[config.mk]
export PLATFORM = sky130hd
export DESIGN_NAME = crop_window
export DESIGN_NICKNAME = d
export VERILOG_FILES = /design/src/rtl/crop_window_pkg.sv /design/src/rtl/crop_window_frame_pos_counter.sv /design/src/rtl/crop_window.sv
export SDC_FILE = /design/constraint.sdc
export NUM_CORES = 1
export LEC_CHECK = 0
export ABC_AREA = 1
export BUFFER_PORTS_ARGS = -buffer_cell sky130_fd_sc_hd__buf_4
export CAP_MARGIN = 10
export CORE_UTILIZATION = 25
export CTS_BUF_LIST = sky130_fd_sc_hd__clkbuf_16
export DETAILED_ROUTE_END_ITERATION = 12
export PLACE_DENSITY = 0.44
export REMOVE_ABC_BUFFERS = 1
export SLEW_MARGIN = 20
export SYNTH_ARGS = -nofsm -noshare
export SYNTH_HDL_FRONTEND = slang
export SYNTH_SLANG_ARGS = --single-unit
[constraint.sdc]
create_clock -name iCLK -period 10.6 [get_ports iCLK]
set_clock_uncertainty 0.05 [all_clocks]
set_input_delay 1.06 -clock iCLK [delete_from_list [all_inputs] [get_ports iCLK]]
set_output_delay 1.06 -clock iCLK [all_outputs]
set_load 0.05 [all_outputs]
[src/rtl/crop_window_pkg.sv]
// Shared constants and state encoding for the crop-window stage and its pixel counter.
package crop_window_pkg;

  localparam int unsigned DefHActive = 640;
  localparam int unsigned DefVActive = 480;
  localparam int unsigned PixW       = 10;
  localparam int unsigned CoordW     = 16;

  typedef enum logic [1:0] {
    StIdle,
    StWaitWin,
    StCrop,
    StDone
  } crop_state_e;

endpackage

[src/rtl/crop_window_frame_pos_counter.sv]
// Valid-driven raster position counter: reports the coordinate of the pixel presented this
// cycle and strobes frame start when that pixel is (0,0).
module frame_pos_counter
  import crop_window_pkg::*;
#(
  parameter int unsigned HActive = DefHActive,
  parameter int unsigned VActive = DefVActive
) (
  input  logic              clk_i,
  input  logic              rst_ni,
  input  logic              dval_i,
  output logic [CoordW-1:0] x_o,
  output logic [CoordW-1:0] y_o,
  output logic              frame_start_o
);

  logic [CoordW-1:0] x_q, x_d, y_q, y_d;

  always_comb begin
    x_d = x_q;
    y_d = y_q;
    if (dval_i) begin
      if (x_q == CoordW'(HActive - 1)) begin
        x_d = '0;
        y_d = (y_q == CoordW'(VActive - 1)) ? '0 : y_q + 1'b1;
      end else begin
        x_d = x_q + 1'b1;
      end
    end
  end

  always_ff @(posedge clk_i or negedge rst_ni) begin
    if (!rst_ni) begin
      x_q <= '0;
      y_q <= '0;
    end else begin
      x_q <= x_d;
      y_q <= y_d;
    end
  end

  assign x_o           = x_q;
  assign y_o           = y_q;
  assign frame_start_o = dval_i && (x_q == '0) && (y_q == '0);

endmodule

[src/rtl/crop_window.sv]
// Forwards the pixels of a fixed-size window anchored at the row detected in the previous
// frame, as a compacted stream with in-window coordinates and an end-of-crop pulse.
module crop_window
  import crop_window_pkg::*;
#(
  parameter int unsigned H_ACTIVE = DefHActive,
  parameter int unsigned V_ACTIVE = DefVActive,
  parameter int unsigned X_START  = 160,
  parameter int unsigned CROP_W   = 320,
  parameter int unsigned Y_OFFSET = 0,
  parameter int unsigned CROP_H   = 240
) (
  input  logic              iCLK,
  input  logic              iRST,
  input  logic              iDVAL,
  input  logic [PixW-1:0]   iDATA,
  input  logic [CoordW-1:0] iYSTART,
  output logic              oDVAL,
  output logic [PixW-1:0]   oDATA,
  output logic [CoordW-1:0] oCX,
  output logic [CoordW-1:0] oCY,
  output logic              oFRAME_DONE,
  output logic              oNO_MARK,
  output logic              oBUSY
);

  localparam int unsigned XLast = X_START + CROP_W - 1;

  logic [CoordW-1:0] pix_x, pix_y;
  logic              frame_start;

  frame_pos_counter #(
    .HActive(H_ACTIVE),
    .VActive(V_ACTIVE)
  ) u_pos (
    .clk_i        (iCLK),
    .rst_ni       (iRST),
    .dval_i       (iDVAL),
    .x_o          (pix_x),
    .y_o          (pix_y),
    .frame_start_o(frame_start)
  );

  crop_state_e state_q, state_d;
  logic [16:0] y0_q, y0_d, yend_q, yend_d;
  logic [16:0] fs_y0, fs_sum, fs_yend, pix_y17;
  logic        in_cols, emit, last_pix, no_mark;

  logic              dval_q, frame_done_q, no_mark_q;
  logic [PixW-1:0]   data_q;
  logic [CoordW-1:0] cx_q, cy_q;

  // Window bounds for a frame starting now, in 17 bits so large marks cannot wrap.
  assign fs_y0   = {1'b0, iYSTART} + 17'(Y_OFFSET);
  assign fs_sum  = fs_y0 + 17'(CROP_H);
  assign fs_yend = ((fs_sum > 17'(V_ACTIVE)) ? 17'(V_ACTIVE) : fs_sum) - 17'd1;
  assign pix_y17 = {1'b0, pix_y};
  assign in_cols = (pix_x >= CoordW'(X_START)) && (pix_x <= CoordW'(XLast));

  // Frame start is resolved first so the same pixel is then judged against the new window.
  always_comb begin
    state_d  = state_q;
    y0_d     = y0_q;
    yend_d   = yend_q;
    no_mark  = 1'b0;
    emit     = 1'b0;
    last_pix = 1'b0;
    if (frame_start) begin
      if ((iYSTART == '0) || (fs_y0 >= 17'(V_ACTIVE))) begin
        no_mark = 1'b1;
        state_d = StDone;
      end else begin
        y0_d    = fs_y0;
        yend_d  = fs_yend;
        state_d = StWaitWin;
      end
    end
    if (iDVAL) begin
      if ((state_d == StWaitWin) && (pix_y17 == y0_d)) begin
        state_d = StCrop;
      end
      if ((state_d == StCrop) && in_cols) begin
        emit = 1'b1;
        if ((pix_x == CoordW'(XLast)) && (pix_y17 == yend_d)) begin
          last_pix = 1'b1;
          state_d  = StDone;
        end
      end
    end
  end

  always_ff @(posedge iCLK or negedge iRST) begin
    if (!iRST) begin
      state_q      <= StIdle;
      y0_q         <= '0;
      yend_q       <= '0;
      dval_q       <= 1'b0;
      frame_done_q <= 1'b0;
      no_mark_q    <= 1'b0;
      data_q       <= '0;
      cx_q         <= '0;
      cy_q         <= '0;
    end else begin
      state_q      <= state_d;
      y0_q         <= y0_d;
      yend_q       <= yend_d;
      dval_q       <= emit;
      frame_done_q <= last_pix;
      no_mark_q    <= no_mark;
      if (emit) begin
        data_q <= iDATA;
        cx_q   <= pix_x - CoordW'(X_START);
        cy_q   <= pix_y - y0_d[CoordW-1:0];
      end
    end
  end

  assign oDVAL       = dval_q;
  assign oDATA       = data_q;
  assign oCX         = cx_q;
  assign oCY         = cy_q;
  assign oFRAME_DONE = frame_done_q;
  assign oNO_MARK    = no_mark_q;
  assign oBUSY       = (state_q == StWaitWin) || (state_q == StCrop);

endmodule

==> results.json <==
{
  "cp_data_required_time_ns": 10.86,
  "syn_inst": 859,
  "clock-sinks": 113,
  "htree_levels": 4,
  "ctsHoldBuffers": 0,
  "clk_pin_slew_worst_paths_ns": 0.06,
  "grt_pass1_vias": 5356,
  "worst_slack_ns": 4.95,
  "antenna_found_initial": 0,
  "core_um2": 25500,
  "endpoint_kind": "register",
  "power_density_nw_per_um2": 139,
  "globalRoute.totalOverflow": 0,
  "drc": 0,
  "rsz0062_at_grt": "no",
  "fin_crit_ns": 5.65,
  "grt_pass1_wl_um": 28500,
  "row_count": 58,
  "r2r.worst_path.cells": 24,
  "top_level_ports": 75,
  "nets": 992,
  "syn-mean-instance-area_um2": 7.64,
  "drt_iter0_drc": 306,
  "dr_wl_met3_um": 695,
  "r2r_end": "oCY[8]",
  "r2r_start": "u_pos.y_o[1]",
  "min_period_over_period_pct": 53.3,
  "port-buffer-count": 74,
  "synth.distinct_cells": 41,
  "die_y_um": 164,
  "met2WireLength_um": 7830,
  "min_path_type": "reg -> reg",
  "cts_resized": 0,
  "gp_congestion": 0.825,
  "initial_utilization_pct": 25.8,
  "slew-limit-headroom_pct": 29.4,
  "status": "complete, no violations",
  "cp-start-kind": "input pin",
  "drive_gt1_share_pct": 15.1,
  "ys_seq_area_share_pct": 43.1,
  "worst_pin_slew_ns": 1.05,
  "post_cts_buffers": 0,
  "antenna_cells": 0,
  "grt_usage_pct": 13.9,
  "yosysWarnings": 0,
  "final_common_cell": "nand2_1",
  "peakVddDrop_uv": 78.5,
  "cts_buffers": 17,
  "reg2reg_setup_slack_ns": 5.07,
  "ant_nets": 0,
  "total_power_mw": 1.11,
  "cts_tree": "yes",
  "synth_area_um2": 6560,
  "whs_ns": 0.415,
  "wire_per_inst_um": 13.6,
  "crit_path_end": "oCY[8]",
  "clock_latency_ns": 0.42,
  "setup_violations": 0,
  "grt_max_degree": 64,
  "tns_ns": 0,
  "critPathMaxFanout": 50,
  "clk_path_buf_depth": 2,
  "top_layer": "met4",
  "worstSetupStartpoint": "iYSTART[4]",
  "avgViaCountPerCell": 4.40,
  "utilization_pct": 31.3,
  "area_growth_pct": 21.6,
  "cts-root-buf": "clkbuf_16",
  "place_ws_ns": 4.40,
  "dpl.hpwl_um": 12900,
  "fp.dieW_um": 164,
  "drtPass1Iterations": 5,
  "fillers": 2738,
  "fp.dieArea_um2": 26900,
  "final_cell_mix": "nand2_1, inv_1, dfrtp_1",
  "worst-setup-path-type": "in -> reg",
  "drv_slew": 0,
  "p_leak_nw": 4.25,
  "hold_viol": 0,
  "fmax_ghz": 0.177,
  "routed_wl_um": 17400,
  "via_count": 5627,
  "cap_violations": 0,
  "cp.arrival_ns": 5.90,
  "ys_ff_latch": 113,
  "wl_met1_um": 8720
}
[cell type report]
type / instances / area [um2] / area share [%]
clock buffer: 17 / 425 / 5.33
clock inverter: 14 / 100 / 1.25
inverter: 131 / 492 / 6.16
multi-input combinational: 599 / 3160 / 39.6
sequential: 113 / 2830 / 35.4
tap: 330 / 413 / 5.17
timing repair buffer: 75 / 563 / 7.06
[routing by layer]
layer  global-route usage [%]  vias to the layer above
li1                         -                     2915
met1                     19.1                     2582
met2                     21.6                      114
met3                     3.13                       16
met4                     4.17                        0
met5                        0                        -
[synth_stat cells (all sizes together)]
master	n	area share, %
nand3	64	5.1
o221ai	1	0.13
o2111a	1	0.17
nor4	8	0.86
ha	25	4.8
xnor2	6	0.80
nor2	90	5.9
buf	12	1.0
a21oi	31	2.4
a211oi	1	0.11
nand3b	2	0.23
o21ai	62	4.8
nor3b	3	0.34
dfrtp	113	43
a221oi	1	0.13
o31ai	2	0.23
xor2	33	4.4
or2	11	1.0
o21bai	2	0.23
clkbuf	4	0.23
mux2i	1	0.15
fa	1	0.31
inv	131	7.5
a22oi	1	0.11
nor3	18	1.4
a2111oi	1	0.13
nand4	16	1.5
a21boi	1	0.11
nand2	217	13
[logic make-up (layout without fill, tap and decap cells)]
logic type | Yosys count | after routing | share of synthesized area (%)
buffers and inverters | 147 | 237 | 8.77
adders and majority gates | 26 | 26 | 5.07
AOI/OAI and AO/OA | 104 | 104 | 8.58
muxes | 1 | 1 | 0.153
xor gates and xnor gates | 39 | 39 | 5.21
DFF | 113 | 113 | 43.1
and+or+nand+nor | 429 | 429 | 29.1
[stage by stage]
| stage | std cells | instance area (um2) |
|---|---|---|
| after floorplan | 843 | 6480 |
| after global placement | 1248 | 7450 |
| after detailed placement | 1248 | 7450 |
| after CTS | 1279 | 7980 |
| after global routing | 1279 | 7980 |
| final | 1279 | 7980 |
[worst max-delay path, cell delays in order]
cell and delay (ns):
buf_4 0.11, inv_1 0.12, ha_1 0.26, nand3_1 0.11
o21ai_1 0.08, nor2_2 0.26, nand2_2 0.40, inv_1 0.50
or2_2 0.18, o21ai_0 0.11, ha_1 0.40, nand2_1 0.09
nor4_1 0.28, nand2_1 0.10, nor2_2 0.13, nand2_1 0.07
o21ai_2 0.08, nand2_2 0.61, inv_2 0.70, nand2_1 0.11
o21ai_0 0.09, inv_1 0.05
[worst min path at each step]
| stage | from | end | slack [ns] | cells after the start |
|---|---|---|---|---|
| floorplan | y0_q[10] | y0_q[10] | 0.39 | 2 |
| global placement | y0_q[14] | y0_q[14] | 0.40 | 2 |
| detailed placement | y0_q[14] | y0_q[14] | 0.40 | 2 |
| CTS | y0_q[14] | y0_q[14] | 0.42 | 2 |
| global route | y0_q[12] | y0_q[12] | 0.44 | 2 |
| finish | y0_q[14] | y0_q[14] | 0.41 | 2 |
[where the power goes]
part,switching (mW),total (mW),internal (mW),leakage [nW]
sequential,0.0317,0.481,0.449,1.46
combinational,0.0734,0.109,0.0357,2.53
clock,0.203,0.517,0.314,0.250
total,0.308,1.11,0.798,4.25
[registers in the layout, summed over array words and instances (netlist names)]
signal	count
oCX	16
y0_q	17
oNO_MARK	1
u_pos.x_o	16
oCY	16
oDVAL	1
state_q	2
u_pos.y_o	16
oDATA	10
oFRAME_DONE	1
yend_q	17
Note: power is estimated with default switching activity, not from simulation.
